$ cat config.mk
export PLATFORM = sky130hd
export DESIGN_NAME = tt_um_hoene_protocol_check
export DESIGN_NICKNAME = d
export VERILOG_FILES = /design/src/rtl/tt_um_hoene_protocol_check.sv
export SDC_FILE = /design/constraint.sdc
export NUM_CORES = 1
export LEC_CHECK = 0
export ABC_AREA = 1
export CAP_MARGIN = 10
export CELL_PAD_IN_SITES_DETAIL_PLACEMENT = 0
export CELL_PAD_IN_SITES_GLOBAL_PLACEMENT = 1
export CORE_MARGIN = 8
export CORE_UTILIZATION = 35
export CTS_BUF_LIST = sky130_fd_sc_hd__clkbuf_4 sky130_fd_sc_hd__clkbuf_8
export CTS_CLUSTER_DIAMETER = 80
export DETAILED_ROUTE_END_ITERATION = 12
export DONT_BUFFER_PORTS = 1
export PLACE_DENSITY = 0.66
export SETUP_SLACK_MARGIN = 0.3
export SLEW_MARGIN = 20
export SYNTH_ARGS = -nofsm -noshare
export SYNTH_HDL_FRONTEND = slang
export SYNTH_SLANG_ARGS = --single-unit
export TNS_END_PERCENT = 50
$ cat constraint.sdc
create_clock -name clk -period 2.38 [get_ports clk]
set_clock_uncertainty 0.2 [all_clocks]
set_input_delay 0.476 -clock clk [delete_from_list [all_inputs] [get_ports clk]]
set_output_delay 0.476 -clock clk [all_outputs]
set_load 0.02 [all_outputs]
$ cat src/rtl/tt_um_hoene_protocol_check.sv
// rtl/tt_um_hoene_protocol_check.sv - serial LED stream integrity checker (parity / CRC-8)
module tt_um_hoene_protocol_check #(
    parameter int WORD_BITS = 25,
    parameter int CNT_W     = 8,
    parameter int IDX_W     = 8
) (
    input  logic             clk,
    input  logic             rst_n,
    input  logic             in_data,
    input  logic             in_clk,
    input  logic             in_sync,
    input  logic [1:0]       mode,
    input  logic             clr_err,
    output logic             error,
    output logic             err_sticky,
    output logic [CNT_W-1:0] err_count,
    output logic [IDX_W-1:0] first_err_word,
    output logic             frame_done,
    output logic             frame_ok
);
    localparam int BW = (WORD_BITS > 2) ? $clog2(WORD_BITS) : 1;
    localparam logic [BW-1:0] LAST_BIT = BW'(WORD_BITS - 1);

    logic             sync_q;
    logic [1:0]       mode_q;
    logic [BW-1:0]    bit_cnt;
    logic [IDX_W-1:0] word_idx;
    logic             acc;
    logic [7:0]       crc;
    logic [3:0]       crc_bits;
    logic             frame_err;

    logic             start, fin, bit_en;
    logic [1:0]       cur_mode;
    logic [BW-1:0]    b_bit, n_bit;
    logic [IDX_W-1:0] b_idx, n_idx;
    logic             b_acc, n_acc;
    logic [7:0]       b_crc, n_crc;
    logic [3:0]       b_cbits, n_cbits;
    logic             b_ferr;
    logic             par_bad, end_err, ev, fb, word_par;
    logic [CNT_W-1:0] base_cnt;

    assign start  = in_sync & ~sync_q;
    assign fin    = ~in_sync & sync_q;
    assign bit_en = in_clk & in_sync;

    // On the frame-start cycle the per-frame state is seen as freshly cleared,
    // so a strobe coinciding with the rising sync is counted as the first bit.
    always_comb begin
        cur_mode = start ? mode : mode_q;
        b_bit    = start ? '0 : bit_cnt;
        b_idx    = start ? '0 : word_idx;
        b_acc    = start ? 1'b0 : acc;
        b_crc    = start ? 8'h00 : crc;
        b_cbits  = start ? 4'd0 : crc_bits;
        b_ferr   = start ? 1'b0 : frame_err;
        n_bit    = b_bit;
        n_idx    = b_idx;
        n_acc    = b_acc;
        n_crc    = b_crc;
        n_cbits  = b_cbits;
        par_bad  = 1'b0;
        fb       = b_crc[7] ^ in_data;
        word_par = b_acc ^ in_data;
        if (bit_en) begin
            n_acc = word_par;
            n_crc = {b_crc[6:0], 1'b0} ^ (fb ? 8'h07 : 8'h00);
            if (b_cbits != 4'd8) n_cbits = b_cbits + 4'd1;
            if (b_bit == LAST_BIT) begin
                n_bit   = '0;
                n_acc   = 1'b0;
                if (b_idx != {IDX_W{1'b1}}) n_idx = b_idx + 1'b1;
                par_bad = (cur_mode == 2'b01 || cur_mode == 2'b10) &&
                          (word_par != (cur_mode == 2'b10));
            end else begin
                n_bit = b_bit + 1'b1;
            end
        end
    end

    assign end_err = fin && (((mode_q == 2'b01 || mode_q == 2'b10) && bit_cnt != '0) ||
                             (mode_q == 2'b11 && (crc != 8'h00 || crc_bits != 4'd8)));
    assign ev       = par_bad | end_err;
    assign base_cnt = clr_err ? '0 : err_count;

    always_ff @(posedge clk) begin
        if (!rst_n) begin
            sync_q         <= 1'b0;
            mode_q         <= 2'b00;
            bit_cnt        <= '0;
            word_idx       <= '0;
            acc            <= 1'b0;
            crc            <= 8'h00;
            crc_bits       <= 4'd0;
            frame_err      <= 1'b0;
            error          <= 1'b0;
            err_sticky     <= 1'b0;
            err_count      <= '0;
            first_err_word <= '0;
            frame_done     <= 1'b0;
            frame_ok       <= 1'b0;
        end else begin
            sync_q     <= in_sync;
            if (start) mode_q <= mode;
            bit_cnt    <= n_bit;
            word_idx   <= n_idx;
            acc        <= n_acc;
            crc        <= n_crc;
            crc_bits   <= n_cbits;
            frame_err  <= b_ferr | par_bad;
            error      <= ev;
            frame_done <= fin;
            if (fin) frame_ok <= ~(frame_err | end_err);
            // An event in the same cycle as clr_err lands on the cleared base.
            if (ev) begin
                err_sticky <= 1'b1;
                err_count  <= (base_cnt == {CNT_W{1'b1}}) ? base_cnt : base_cnt + 1'b1;
                if (base_cnt == '0) first_err_word <= b_idx;
            end else if (clr_err) begin
                err_sticky     <= 1'b0;
                err_count      <= '0;
                first_err_word <= '0;
            end
        end
    end
endmodule
# Word level (Yosys, flattened, before mapping)
# Index checks and enable logic that the tools add are counted.
# word_totals
ff_bits,50
mem_bits_ro,0
elab_cells,83
mem_count,0
out_inout_bits,20
latchBits,0
ram_bits,0
inputBits,8
# classes
order_cmp,0
shifts,0
n_addsub,4
mux,28
n_eq_ne,12
div_mod_pow,0
multipliers,0
n_reduce_logical,13
bitwise,12
# ops
op,count
$mux 8,12
$add 8x1->8 const B,2
$mux 5,3
$mux 4,3
$eq 8x8->1 const B,1
$logic_not 8->1,1
$mux 1,8
$ne 4x4->1 const B,2
$ne 8x8->1 const B,1
$reduce_bool 8->1,1
$xor 8x3->8,1
$eq 2x2->1 const B,3
$add 5x1->5 const B,1
$eq 5x5->1 const B,1
$reduce_bool 5->1,1
$add 4x1->4 const B,1
$eq 2x1->1 const B,2
$logic_and 1x1->1,4
$logic_or 1x1->1,4
$and 1x1->1,3
$mux 3,1
$not 1->1,3
$or 1x1->1,3
$mux 2,1
other kinds (5),6

# Longest topological paths before layout
# Gate-level depths: netlist of run 1.
# logic_depth
ltp_word,11
depth_mapped,16

# Worst setup path before layout of run 1
# No wires, ideal clock.
# synth_path
path_type,in2reg
start,in in_sync
end,reg err_count[0]
arrival_ns,2.017
required_ns,2.064
slack_ns,0.047
path_buffers,1
cell_stages,10
cell_sequence,nand2_2 buf_1 mux2i_1 ha_1 nor2_2 nand3_2 nand2_4 nand2_1 o21ai_0 nor2_1
# synth_between
elab_chain_len,9
elab_cells_between_ends,19
cone_classes,eq/ne: 4; mux: 6; bitwise: 6; reduce/logical: 3
# synth_lines
element,line_no,source
start: declaration,11,"input logic in_sync,"
$and 1x1->1,44,assign start = in_sync & ~sync_q;
$mux 2 or $mux 1 (tied branches),-,
"$eq 2x2->1, or another cell as far along","74, 75",
$ne 1x1->1 or $logic_or 1x1->1 (tied branches),"75, 74",
$logic_and 1x1->1,74,par_bad = (cur_mode == 2'b01 || cur_mode == 2'b10) &&
$mux 1,70,if (b_bit == LAST_BIT) begin
$mux 1,66,if (bit_en) begin
$or 1x1->1 *,84,assign ev = par_bad | end_err;
$mux 8 *,116,if (ev) begin
end signal: assignment,118,err_count <= (base_cnt == {CNT_W{1'b1}}) ? base_cnt : base_cnt + 1'b1;
end: declaration,16,"output logic [CNT_W-1:0] err_count,"
# Mark *: on every way between the ends. The rest lies on a longest branch, timed or not.
# A chain may end at the register's enable or synchronous reset.

# Final worst setup path of run 1
# layout_path
start,reg sync_q
end,reg err_count[5]
# layout_between
elab_chain_len,10
elab_cells_between_ends,18
cone_classes,eq/ne: 4; mux: 6; bitwise: 5; reduce/logical: 3
# layout_lines
element,line_no,source
start: declaration,24,logic sync_q;
start signal: assignment,104,sync_q <= in_sync;
$not 1->1,44,
$and 1x1->1,44,
$mux 2 or $mux 1 (tied branches),-,
"$eq 2x2->1, or another cell as far along","74, 75",
$ne 1x1->1 or $logic_or 1x1->1 (tied branches),"75, 74",
$logic_and 1x1->1,74,
$mux 1,70,
$mux 1,66,
$or 1x1->1 *,84,
$mux 8 *,116,
# Marked as above.

==> results of run 1 <==
[repair_timing]
item,4_1_cts,5_1_grt
pin swaps,2,18
hold buffers,0,0
gates cloned,1,0
setup buffers,6,3
resized for setup,8,32
endpoints found under the setup margin,16,20
[final timing paths]
kind | depth (start not counted) | slack (ns) | to | from
worst max-delay path | 13 | 0.33 | err_count[5] | sync_q
worst min-delay path | 2 | 0.06 | sync_q | in_sync
worst max register to register | 13 | 0.33 | err_count[5] | sync_q
worst min register to register | 2 | 0.28 | frame_err | frame_err
[critical path, delay by kind of cell (launching register included)]
kind | cells | cell delay [ns]
compound gates | 2 | 0.18
fa+ha+maj | 1 | 0.13
simple gates | 8 | 0.93
buf+inv | 2 | 0.20
flops | 1 | 0.35
[area by class of cell]
type / count / area share (%)
inverters: 53 / 6.832
flip-flops and latches: 50 / 32.57
clock inverters: 2 / 0.4473
clock buffers: 6 / 2.481
well taps: 99 / 4.026
repair buffers: 17 / 4.677
multi-input cells: 251 / 48.96
[sequential cells by signal, indices dropped and copies added, names as in the netlist, 2 cells and up]
| name | flops |
|---|---|
| bit_cnt | 5 |
| first_err_word | 8 |
| err_count | 8 |
| word_idx | 8 |
| mode_q | 2 |
| crc_bits | 4 |
| crc | 8 |
[routing by layer]
metal / vias to the layer above / wire, microns / track usage (%) / share of wire [%]
met5: - / 0 / 0 / 0
met4: 0 / 91 / 3.895 / 1.5
met3: 8 / 232 / 3.453 / 3.8
met2: 28 / 2776 / 20.70 / 46
li1: 1197 / - / - / -
met1: 1030 / 2989 / 15.86 / 49
[power by group]
part / switching, W / internal, W / total (W)
Combinational: 0.0000892 / 0.0000589 / 0.000148
Sequential: 0.0000127 / 0.000853 / 0.000866
Clock: 0.000298 / 0.000220 / 0.000518
[cells in the mapped netlist (2+ instances only)]
cell type	n
a21oi_1	28
clkbuf_1	6
dfxtp_1	50
ha_1	8
inv_1	43
inv_2	8
nand2_1	64
nand2_2	3
nand3_1	30
nand3b_1	2
nand4_1	3
nor2_1	53
nor2_2	3
nor3_1	8
o21ai_0	17
o21ai_1	6
xnor2_1	4
xor2_1	7
[metrics by stage]
stage | total power (W) | hold WS (ns) | std cells | setup WS (ns)
finish | 0.001532 | 0.06407 | 478 | 0.3345
global placement | 0.001008 | 0.2698 | 460 | 0.1346
detailed placement | 0.001007 | 0.2715 | 460 | 0.1121
global route | 0.001613 | 0.04684 | 478 | 0.2453
floorplan | 0.0009845 | 0.2403 | 362 | 0.2195
CTS | 0.001537 | 0.05840 | 475 | 0.3137
[cells by family (layout without fill, tap and decap cells)]
kind of cell             Yosys count  after routing  share of synthesized area, %
flip-flops                        50             50                         39.47
XOR/XNOR                          11             11                         3.799
multiplexers                       1              1                        0.3947
adder cells (fa/ha/maj)            8              8                         3.947
buffers and inverters             62             78                         9.570
AO/OA/AOI/OAI                     54             54                         10.95
AND/OR/NAND/NOR                  176            177                         31.87
==> flow_summary_export.csv, run 1 <==
group,metric,value,unit
sta,grt_setup_unrepaired,"true",
power_and_ir_drop,leakagePower,1.221,nW
critical_path,required,2.42,ns
die,die_area,10230,sq um
layout,multi_input_area,1506,sq um
layout,area_delta_synth_final,21.31,%
critical_path,crit_path_top_delay_cell,"dfxtp_2",
sta,clock.fmax,0.4889,GHz
critical_path,path_class,"flop to flop",
critical_path,worstPathArrival,2.09,ns
clocking,cts_max_level,2,
logic_synthesis,synth_warnings,0,
detailed_routing,firstDrtPassIters,6,
sta,drv_slew,0,
layout,final_common_cell,"nand2_1",
hold_path,hp-class,"primary input to flop",
placement,postPlaceCellArea,2730,sq um
global_route,grt_max_degree,23,
sta,tightest_slew,0.4199,ns
clocking,clk_pin_slew,0.10,ns
logic_synthesis,synthesis.area,2536,sq um
die,die_x,101.1,microns
logic_synthesis,syn_nets,378,
sta,setup_viol,0,
clocking,cts_tree,"built",
global_route,grt_usage,12.70,%
die,ios,28,
detailed_routing,vias,2263,
layout,drive_above_1_share,20.84,%
placement,port_buffers,0,
placement,gp_congestion,0.7922,
flow_run,drv_cap,0,
clocking,cts_max_path_buffers,2,
detailed_routing,drt_iter0_markers,105,
sta,setup_tns,0,ns
power_and_ir_drop,p_per_area,498.0,nW/um^2
clocking,cts_buffers,5,
critical_path,critical-path-max-stage-delay,0.35,ns
logic_synthesis,netlist-cell-type-count,37,
die,initial_core_util,35.54,%
global_route,first_global_vias,2131,
critical_path,setup.worst_path.end_class,"flop",
global_route,grt-ovfl-total,0,
placement,dpl.hpwl,4240,microns
clocking,clock_latency,0.30,ns
logic_synthesis,synthArstFlopShare,0,%
logic_synthesis,syn_avg_cell_area,7.006,sq um
detailed_routing,drcViolationCount,0,
critical_path,cp_common_cell,"nand2_4",
critical_path,path_cells,"inv_2 -> nand2_4 -> nand2_4 -> ha_4 -> nand2_4 -> nor2_4 -> nand3_4 -> nor2_4 -> nand3_4 -> nand2_8 -> buf_4 -> o21ai_1 -> a21oi_1",
detailed_routing,final_antenna_net_count,0,
die,coreArea,7137,sq um
layout,mostFrequentLayoutCells,"58 x nand2_1, 49 x dfxtp_1, 46 x nor2_1",
logic_synthesis,ys.flop_type,"dfxtp_1",
layout,final_util,43.11,%
clocking,root_buffer,"clkbuf_8",
power_and_ir_drop,irDropWorstVdd,0.2414,mV
clocking,clock_sinks,50,
layout,antenna_cells,0,
sta,finalCritPeriodShare,85.94,%
layout,finish.net_count,394,
global_route,grt_pass1_wl,10410,microns
logic_synthesis,yosysTopAreaCell,"dfxtp_1",
detailed_routing,viasPerCell,4.734,
status,status,"completed",
logic_synthesis,netlist_instances,362,
logic_synthesis,yosysTopAreaCellShare,39.47,%
layout,fill_cells,777,
die,die_h,101.1,microns
global_route,antenna_found_initial,0,
sta,timing.slew.headroom,71.90,%
layout,final_area,3077,sq um
critical_path,worstPathMaxFanout,7,
critical_path,setup.worst_path.start_class,"flop",
logic_synthesis,synth_seq_cells,50,
logic_synthesis,synth_edf_count,0,
sta,fin_crit,2.045,ns
detailed_routing,wl_per_cell,12.74,microns
logic_synthesis,netlist_top_cells_area,"dfxtp_1 39%, nand2_1 9.5%, nor2_1 7.8%",
die,rows,31,
detailed_routing,drt-total-wl,6090,microns
logic_synthesis,seq_area_frac_synth,39.47,%
layout,register_area,1002,sq um
sta,hold_viol,0,
(Power assumes the default switching activity.)
==> run 2: changes to the inputs <==
--- a/config.mk
+++ b/config.mk
@@ -9,13 +9,14 @@
 export CAP_MARGIN = 10
 export CELL_PAD_IN_SITES_DETAIL_PLACEMENT = 0
 export CELL_PAD_IN_SITES_GLOBAL_PLACEMENT = 1
+export CORE_ASPECT_RATIO = 0.9
 export CORE_MARGIN = 8
 export CORE_UTILIZATION = 35
 export CTS_BUF_LIST = sky130_fd_sc_hd__clkbuf_4 sky130_fd_sc_hd__clkbuf_8
 export CTS_CLUSTER_DIAMETER = 80
 export DETAILED_ROUTE_END_ITERATION = 12
 export DONT_BUFFER_PORTS = 1
-export PLACE_DENSITY = 0.66
+export PLACE_DENSITY = 0.63
 export SETUP_SLACK_MARGIN = 0.3
 export SLEW_MARGIN = 20
 export SYNTH_ARGS = -nofsm -noshare
==> constraint.sdc (replaced) <==
create_clock -name clk -period 2.2 [get_ports clk]
set_clock_uncertainty 0.2 [all_clocks]
set_input_delay 0.44 -clock clk [delete_from_list [all_inputs] [get_ports clk]]
set_output_delay 0.44 -clock clk [all_outputs]
set_load 0.02 [all_outputs]
==> flow_summary_export.csv, run 2 (same netlist as run 1, synthesis figures left out) <==
group,metric,value,unit
sta,setup_viol,0,
power_and_ir_drop,p_per_area,566.8,nW/um^2
critical_path,ff2ff_path_depth,10,
sta,setup_tns,0,ns
placement,port_buffers,0,
die,initial_core_util,36.03,%
die,rows,29,
critical_path,path_cells,"inv_4 -> nand2_8 -> mux2i_4 -> ha_4 -> nor2_4 -> nand3_4 -> nand2_8 -> nand2_2 -> o21ai_2 -> nor2_1",
critical_path,setup.worst_path.end_class,"flop",
sta,fin_ws,0.1757,ns
die,die_area,10230,sq um
critical_path,reg2reg_to,"err_count[0]",
layout,finalNonFillerCells,475,
detailed_routing,final_antenna_net_count,0,
layout,final_common_cell,"nand2_1",
critical_path,r2r-start,"sync_q",
detailed_routing,drt-total-wl,6398,microns
sta,finalCritPeriodShare,92.01,%
global_route,grt_pass1_wl,10750,microns
detailed_routing,drt_iter0_markers,95,
sta,hold_viol,0,
clocking,clock_latency,0.30,ns
clocking,cts_hold_buf,0,
detailed_routing,drcViolationCount,0,
power_and_ir_drop,irDropWorstVdd,0.2614,mV
critical_path,worstPathMaxFanout,8,
critical_path,required,2.19,ns
clocking,cts_buffers,5,
hold_path,holdPathStages,2,
critical_path,path_class,"flop to flop",
clocking,cts_tree,"built",
critical_path,worst-path-buf-inv,1,
clocking,cts_max_level,2,
global_route,grt_usage,12.80,%
sta,grt_setup_unrepaired,"true",
placement,postPlaceCellArea,2760,sq um
layout,register_area,1005,sq um
layout,final_area,3131,sq um
layout,fill_cells,768,
hold_path,min_to,"sync_q",
layout,multi_input_area,1521,sq um
layout,antenna_cells,0,
status,status,"completed",
sta,clock.fmax,0.4940,GHz
layout,area_delta_synth_final,23.43,%
critical_path,setup.worst_path.start_class,"flop",
sta,fin_crit,2.024,ns
die,die_h,96.76,microns
detailed_routing,firstDrtPassIters,4,
die,die_x,105.7,microns
global_route,antenna_found_initial,0,
die,coreArea,7039,sq um
power_and_ir_drop,leakagePower,1.263,nW
placement,dpl.hpwl,4416,microns
detailed_routing,viasPerCell,4.728,
detailed_routing,wl_per_cell,13.47,microns
layout,finish.net_count,397,
global_route,grt-ovfl-total,0,
sta,tightest_slew,0.4124,ns
sta,timing.slew.headroom,72.40,%
flow_run,drv_cap,0,
placement,place_inst,459,
hold_path,min_from,"in_sync",
clocking,clk_pin_slew,0.10,ns
critical_path,worstPathArrival,2.02,ns
layout,mostFrequentLayoutCells,"56 x nand2_1, 49 x dfxtp_1, 46 x nor2_1",
die,ios,28,
hold_path,hp-class,"primary input to flop",
clocking,clock_sinks,50,
sta,drv_slew,0,
global_route,grt_max_degree,23,
critical_path,crit_path_top_delay_cell,"dfxtp_4",
clocking,cts_max_path_buffers,2,
clocking,root_buffer,"clkbuf_8",
global_route,first_global_vias,2200,
critical_path,cp_top_family,"simple AND/OR/NAND/NOR gates",
critical_path,cp_common_cell,"nand2_8",
detailed_routing,vias,2246,
critical_path,ff2ff_setup_slack,0.18,ns
critical_path,critical-path-max-stage-delay,0.38,ns
placement,dp_slack,0.01045,ns
layout,drive_above_1_share,21.99,%
placement,gp_congestion,0.7672,
## run 2: cell count changes in the layout (fill, tap and decap cells not counted), moves of 3 or more
| cell | change |
|---|---|
| nand3_1 | +4 |
| nand3_2 | -4 |
| o21ai_2 | +3 |
| o21ai_1 | -4 |
## run 2: how the worst max path moves through the flow
stage	start	endpoint	slack (ns)	depth (start not counted)
CTS	sync_q	first_err_word[2]	0.13	9
finish	sync_q	err_count[0]	0.18	10
floorplan	in_sync	first_err_word[3]	0.08	15
detailed placement	in_sync	err_count[0]	0.01	9
global route	sync_q	word_idx[3]	0.05	15
global placement	in_sync	err_count[0]	0.06	9
## run 2: worst register-to-register path: cells and delay by family, from the launching register on
kind / cells / cell delay, ns
DFF: 1 / 0.38
adders and majority gates: 1 / 0.24
buffers and inverters: 1 / 0.05
muxes: 1 / 0.26
and+or+nand+nor: 6 / 0.66
AOI/OAI and AO/OA: 1 / 0.12
## run 2: stage by stage
stage / power, W / util [%] / hold slack, ns
floorplan: 0.001065 / - / 0.2403
global placement: 0.001094 / 39.21 / 0.2735
detailed placement: 0.001093 / 39.21 / 0.2581
CTS: 0.001785 / 41.93 / 0.01699
global route: 0.001867 / 44.47 / 0.01575
finish: 0.001774 / 44.47 / 0.03057
## run 2: where the power goes
group | switching, W | internal [W]
Sequential | 0.0000140 | 0.000923
Combinational | 0.0000989 | 0.0000651
Clock | 0.000308 | 0.000366
## run 2: area by class of cell
type,instances,area share [%]
clock buffer,7,2.678
tap,93,3.717
inverter,53,6.795
multi-input combinational,251,48.60
timing repair buffer,20,5.156
clock inverter,1,0.9592
sequential,50,32.09
## run 2: routing by layer
layer / global-route usage, % / up-vias / share of wire [%]
met4: 3.568 / 0 / 0.94
met1: 15.69 / 1011 / 49
met5: 0 / - / 0
met3: 3.183 / 5 / 3.6
li1: - / 1204 / -
met2: 21.54 / 26 / 46
## run 2: repair_timing
item,CTS,global route
cloned,1,0
endpoints found under the setup margin,26,30
pin swaps,6,17
gates resized for setup,8,39
buffers inserted,4,3
